**src/rtl/mul_seq_ctrl_if.sv**
```systemverilog
// Start/done handshake and operand/result bus between the ALU op decoder and
// the sequential multiplier.
interface mul_seq_ctrl_if #(
    parameter int WIDTH = 32
);
    logic                 start;
    logic [WIDTH-1:0]     a;
    logic [WIDTH-1:0]     b;
    logic                 busy;
    logic                 done;
    logic                 add_sel;
    logic [2*WIDTH-1:0]   product;

    // start is sampled only in IDLE; done is a one-cycle pulse; product holds
    // from done until the next accepted start.
    modport master (
        output start, a, b,
        input  busy, done, add_sel, product
    );

    modport slave (
        input  start, a, b,
        output busy, done, add_sel, product
    );
endinterface

```
**src/rtl/mul_seq_ctrl.sv**
```systemverilog
// Unsigned shift-add multiplier: one shared WIDTH-bit adder, WIDTH RUN cycles
// per operation, sequenced by a three-state FSM.
module mul_seq_ctrl #(
    parameter int WIDTH = 32,
    parameter int CNT_W = 6
) (
    input  logic             clk,
    input  logic             reset,
    mul_seq_ctrl_if.slave    bus,
    output logic [1:0]       o_dbg_state
);

    typedef enum logic [1:0] {
        S_IDLE = 2'd0,
        S_RUN  = 2'd1,
        S_DONE = 2'd2
    } state_t;

    state_t               r_state;
    state_t               w_next;
    logic [CNT_W-1:0]     r_cnt;
    logic [WIDTH-1:0]     r_mcand;
    logic [2*WIDTH-1:0]   r_product;
    logic [WIDTH:0]       w_sum;
    logic                 w_last;

    // Upper half plus optional multiplicand; the extra bit keeps the carry.
    assign w_sum  = {1'b0, r_product[2*WIDTH-1:WIDTH]}
                  + (r_product[0] ? {1'b0, r_mcand} : {(WIDTH+1){1'b0}});
    assign w_last = (r_cnt == CNT_W'(WIDTH - 1));

    always_ff @(posedge clk or posedge reset) begin
        if (reset) begin
            r_state <= S_IDLE;
        end else begin
            r_state <= w_next;
        end
    end

    always_comb begin
        w_next = r_state;
        case (r_state)
            S_IDLE:  if (bus.start) w_next = S_RUN;
            S_RUN:   if (w_last)    w_next = S_DONE;
            S_DONE:                 w_next = S_IDLE;
            default:                w_next = S_IDLE;
        endcase
    end

    always_ff @(posedge clk or posedge reset) begin
        if (reset) begin
            r_cnt     <= '0;
            r_mcand   <= '0;
            r_product <= '0;
        end else begin
            case (r_state)
                S_IDLE: begin
                    if (bus.start) begin
                        r_mcand   <= bus.a;
                        r_product <= {{WIDTH{1'b0}}, bus.b};
                        r_cnt     <= '0;
                    end
                end
                S_RUN: begin
                    r_product <= {w_sum, r_product[WIDTH-1:1]};
                    r_cnt     <= r_cnt + 1'b1;
                end
                default: begin
                end
            endcase
        end
    end

    assign bus.busy    = (r_state != S_IDLE);
    assign bus.done    = (r_state == S_DONE);
    assign bus.add_sel = (r_state == S_RUN) && r_product[0];
    assign bus.product = r_product;
    assign o_dbg_state = r_state;

endmodule

```
**src/flat_wrapper.sv**
```systemverilog
// flat-port wrapper written by rule: the top's interface ports become plain ports
module mul_seq_ctrl_flat 
#(
    parameter int WIDTH = 32,
    parameter int CNT_W = 6
)
  (clk, reset, o_dbg_state, bus_start, bus_a, bus_b, bus_busy, bus_done, bus_add_sel, bus_product);
  mul_seq_ctrl_if #(.WIDTH(WIDTH)) bus_i ();
  input  logic clk;
  input  logic reset;
  output logic [1:0] o_dbg_state;
  input wire logic [$bits(bus_i.start)-1:0] bus_start;
  input wire logic [$bits(bus_i.a)-1:0] bus_a;
  input wire logic [$bits(bus_i.b)-1:0] bus_b;
  output wire logic [$bits(bus_i.busy)-1:0] bus_busy;
  output wire logic [$bits(bus_i.done)-1:0] bus_done;
  output wire logic [$bits(bus_i.add_sel)-1:0] bus_add_sel;
  output wire logic [$bits(bus_i.product)-1:0] bus_product;
  assign bus_i.start = bus_start;
  assign bus_i.a = bus_a;
  assign bus_i.b = bus_b;
  assign bus_busy = bus_i.busy;
  assign bus_done = bus_i.done;
  assign bus_add_sel = bus_i.add_sel;
  assign bus_product = bus_i.product;
  mul_seq_ctrl #(.WIDTH(WIDTH), .CNT_W(CNT_W)) u_core (.clk(clk), .reset(reset), .bus(bus_i), .o_dbg_state(o_dbg_state));
endmodule
```
**config.mk**
```make
export PLATFORM = sky130hd
export DESIGN_NAME = mul_seq_ctrl_flat
export DESIGN_NICKNAME = d
export VERILOG_FILES = /design/src/rtl/mul_seq_ctrl_if.sv /design/src/rtl/mul_seq_ctrl.sv /design/src/flat_wrapper.sv
export SDC_FILE = /design/constraint.sdc
export NUM_CORES = 1
export LEC_CHECK = 0
export ABC_CLOCK_PERIOD_IN_PS = 4200
export CAP_MARGIN = 10
export CORE_MARGIN = 8
export CORE_UTILIZATION = 45
export CTS_CLUSTER_SIZE = 24
export DETAILED_ROUTE_END_ITERATION = 8
export GPL_TIMING_DRIVEN = 0
export HOLD_SLACK_MARGIN = 0.12
export PLACE_DENSITY = 0.72
export SYNTH_ARGS = -nofsm -noshare
export SYNTH_HDL_FRONTEND = slang
export SYNTH_SLANG_ARGS = --single-unit
```
**constraint.sdc**
```tcl
create_clock -name clk -period 4.2 [get_ports clk]
set_input_delay 0.42 -clock clk [delete_from_list [all_inputs] [get_ports clk]]
set_output_delay 0.42 -clock clk [all_outputs]
set_load 0.02 [all_outputs]
```
==> impl_metrics.yaml <==
worst_setup_path:
  timing.rr.start: "u_core.bus.product[0]"
  critical_path_class: "register to register"
  arrival_ns: 3.95
  required_ns: 4.44
  crit_path_end_kind: "register"
  critPathLaunchType: "register"
  reg2reg_to: "u_core.bus.product[57]"
  crit_fanout: 10
  r2r_setup_slack_ns: 0.49
  reg2reg_depth: 12
cts:
  clk_pin_slew_ns: 0.07
  cts_max_level: 3
  cts_sinks: 104
  clock_latency_ns: 0.36
  cts_buffer_depth: 2
  tritoncts: "built"
  cts-buffers-inserted: 9
  cts_resized: 0
  cts_root_buf: "clkbuf_16"
  cts_setup_buffers: 0
  ctsHoldBuffers: 0
global_routing:
  track_usage: 0.211
  grt_max_degree: 59
  grt-ovfl-total: 0
  grt_pass1_vias: 5850
  grt_pass1_wl_um: 30700
  antenna_found_initial: 0
routing:
  vias: 6003
  drt_iter0_drc: 394
  vias_per_cell: 5.53
  final_antenna_net_count: 0
  drc: 0
  routedWlPerCell_um: 17.3
  first_pass_iters: 5
  wl_um: 18800
synthesis:
  synth_flop_cell: "dfrtp_1"
  syn_inst: 754
  synth.distinct_cells: 62
  syn-num-nets: 855
  synth_seq_area_share: 0.412
  yosysWarnings: 0
  ys_top_cells_by_count: "nand2_1, dfrtp_1, nor2_1"
  synthTopCellsByArea: "dfrtp_1, nand2_1, ha_1"
  synth_edf_count: 0
  synth_top_area_cell: "dfrtp_1"
  yosysMostFrequentCell: "nand2_1"
  synthesis.area_mm2: 0.00631
  synth_top_area_share: 0.412
  avgSynthCellArea_um2: 8.37
  synth-seq-cells: 104
  async_flop_share: 1.00
outcome:
  outcome: "complete, no violations"
floorplanning:
  die_w_um: 134
  ios: 136
  placement_rows: 43
  die_y_um: 134
  die_area_mm2: 0.0181
  start_util: 0.458
  core_area_mm2: 0.0138
placed_design:
  place_inst: 1070
  io_buffers: 135
  gp_congestion: 0.927
  place_ws_ns: 0.592
  hpwl_um: 13900
sta:
  period_share: 0.884
  clock.fmax_mhz: 269
  setup_violations: 0
  grt_setup_unrepaired: "false"
  clock-skew-final_ns: 0.00962
  finalWorstSetupSlack_ns: 0.489
  hold_viol: 0
  slew_headroom: 0.543
  fin_setup_tns_ns: 0
  worst_pin_slew_ns: 0.682
  drv_slew: 0
  timing.hold.ws_ns: 0.470
  finalCriticalPeriod_ns: 3.71
cells_and_area:
  antenna_cells: 0
  fin_cells: 1086
  drive_gt1_frac: 0.0508
  fillCellCount: 1269
  fin_nets: 1002
  final-seq-area_mm2: 0.00260
  area.growth.synth_to_final_pct: 31.4
  multi_input_area_mm2: 0.00349
min_path:
  hold_end: "u_core.r_mcand[31]"
  min_path_cells: 2
  hold_start: "u_core.r_mcand[31]"
  hp-class: "register to register"
pwr:
  max-vdd-ir-drop_v: 0.000384
  p_leak_uw: 0.00357
  total_power_uw: 6880
  p_per_area_mw_per_mm2: 829
job:
  drv_cap: 0
[worst max path at each step]
stage / start / to / slack (ns) / depth (start not counted)
after global placement: reset / u_core.r_mcand[19] / -0.69 / 2
after global routing: u_core.bus.product[0] / u_core.bus.product[61] / 0.37 / 12
final: u_core.bus.product[0] / u_core.bus.product[57] / 0.49 / 12
after detailed placement: u_core.bus.product[0] / u_core.bus.product[57] / 0.59 / 12
after CTS: u_core.bus.product[0] / u_core.bus.product[57] / 0.55 / 12
after floorplan: reset / u_core.bus.product[0] / 1.05 / 1
[flip-flops by register name (all words and copies together) (netlist names)]
name / flops
u_core.bus.product: 64
u_core.r_mcand: 32
u_core.o_dbg_state: 2
u_core.r_cnt: 6
[cell usage in the layout (no fill, tap or decap), types with 4 or more instances in the layout]
master | netlist | final
nor2b_1 | 5 | 5
dfrtp_1 | 104 | 104
o21a_1 | 5 | 5
ha_1 | 33 | 33
o21bai_1 | 4 | 4
a31oi_1 | 7 | 7
a211o_1 | 5 | 5
a21o_1 | 10 | 10
nand3_1 | 44 | 44
o211ai_1 | 8 | 8
buf_2 | 4 | 4
nand2_1 | 133 | 133
clkbuf_1 | 36 | 36
nand2b_1 | 6 | 6
buf_1 | 4 | 4
and3_1 | 5 | 5
nor2_1 | 88 | 88
clkdlybuf4s50_1 | 0 | 135
xnor2_1 | 9 | 9
xor2_1 | 11 | 11
o22ai_1 | 34 | 34
clkbuf_16 | 0 | 9
and2_1 | 35 | 35
nand4_1 | 12 | 12
o21ai_0 | 39 | 39
a21oi_1 | 33 | 33
bufinv_16 | 0 | 4
o21ai_1 | 5 | 5
nor3_1 | 10 | 10
inv_1 | 13 | 12
[kinds of logic after synthesis]
logic type	count (synthesis)	synth area share
AND/OR/NAND/NOR	355	0.257
buffers and inverters	57	0.0347
multiplexers	2	0.00337
AO/OA/AOI/OAI	182	0.196
adder cells (fa/ha/maj)	34	0.0686
flip-flops	104	0.412
XOR/XNOR	20	0.0278
[cell type report]
class | instances | area share
buffer | 44 | 0.0205
tap | 180 | 0.0271
clock buffer | 10 | 0.0288
inverter | 13 | 0.00618
sequential | 104 | 0.314
timing repair buffer | 136 | 0.166
multi-input combinational | 593 | 0.421
clock inverter | 6 | 0.0166
[through the flow]
step,area (um2),utilization
after detailed placement,7920,0.575
after CTS,8300,0.602
after global routing,8300,0.602
after floorplan,6310,-
final,8300,0.602
after global placement,7890,0.573
[metal layers]
metal	up-vias	global-route usage	routed length, um
li1	2946	-	-
met1	2821	0.269	8350
met2	220	0.327	8350
met3	16	0.0804	1920
met4	0	0.0574	233
met5	-	0	0
[worst max-delay path: stages (launching register included)]
cell,delay [ns]
dfrtp_1,0.66
clkbuf_1,0.37
and2_1,0.19
ha_1,0.16
inv_1,0.05
fa_1,0.40
and2b_1,0.24
o211ai_2,0.11
a31oi_4,0.26
a31oi_2,0.21
o31ai_2,0.44
a21oi_1,0.13
a311o_1,0.35
[where the power goes]
| part | total, uW | internal, uW | switching, uW |
|---|---|---|---|
| clock network | 1070 | 663 | 404 |
| logic | 3990 | 1710 | 2280 |
| registers | 1820 | 1450 | 376 |
Power figures use the tool's default switching activity.
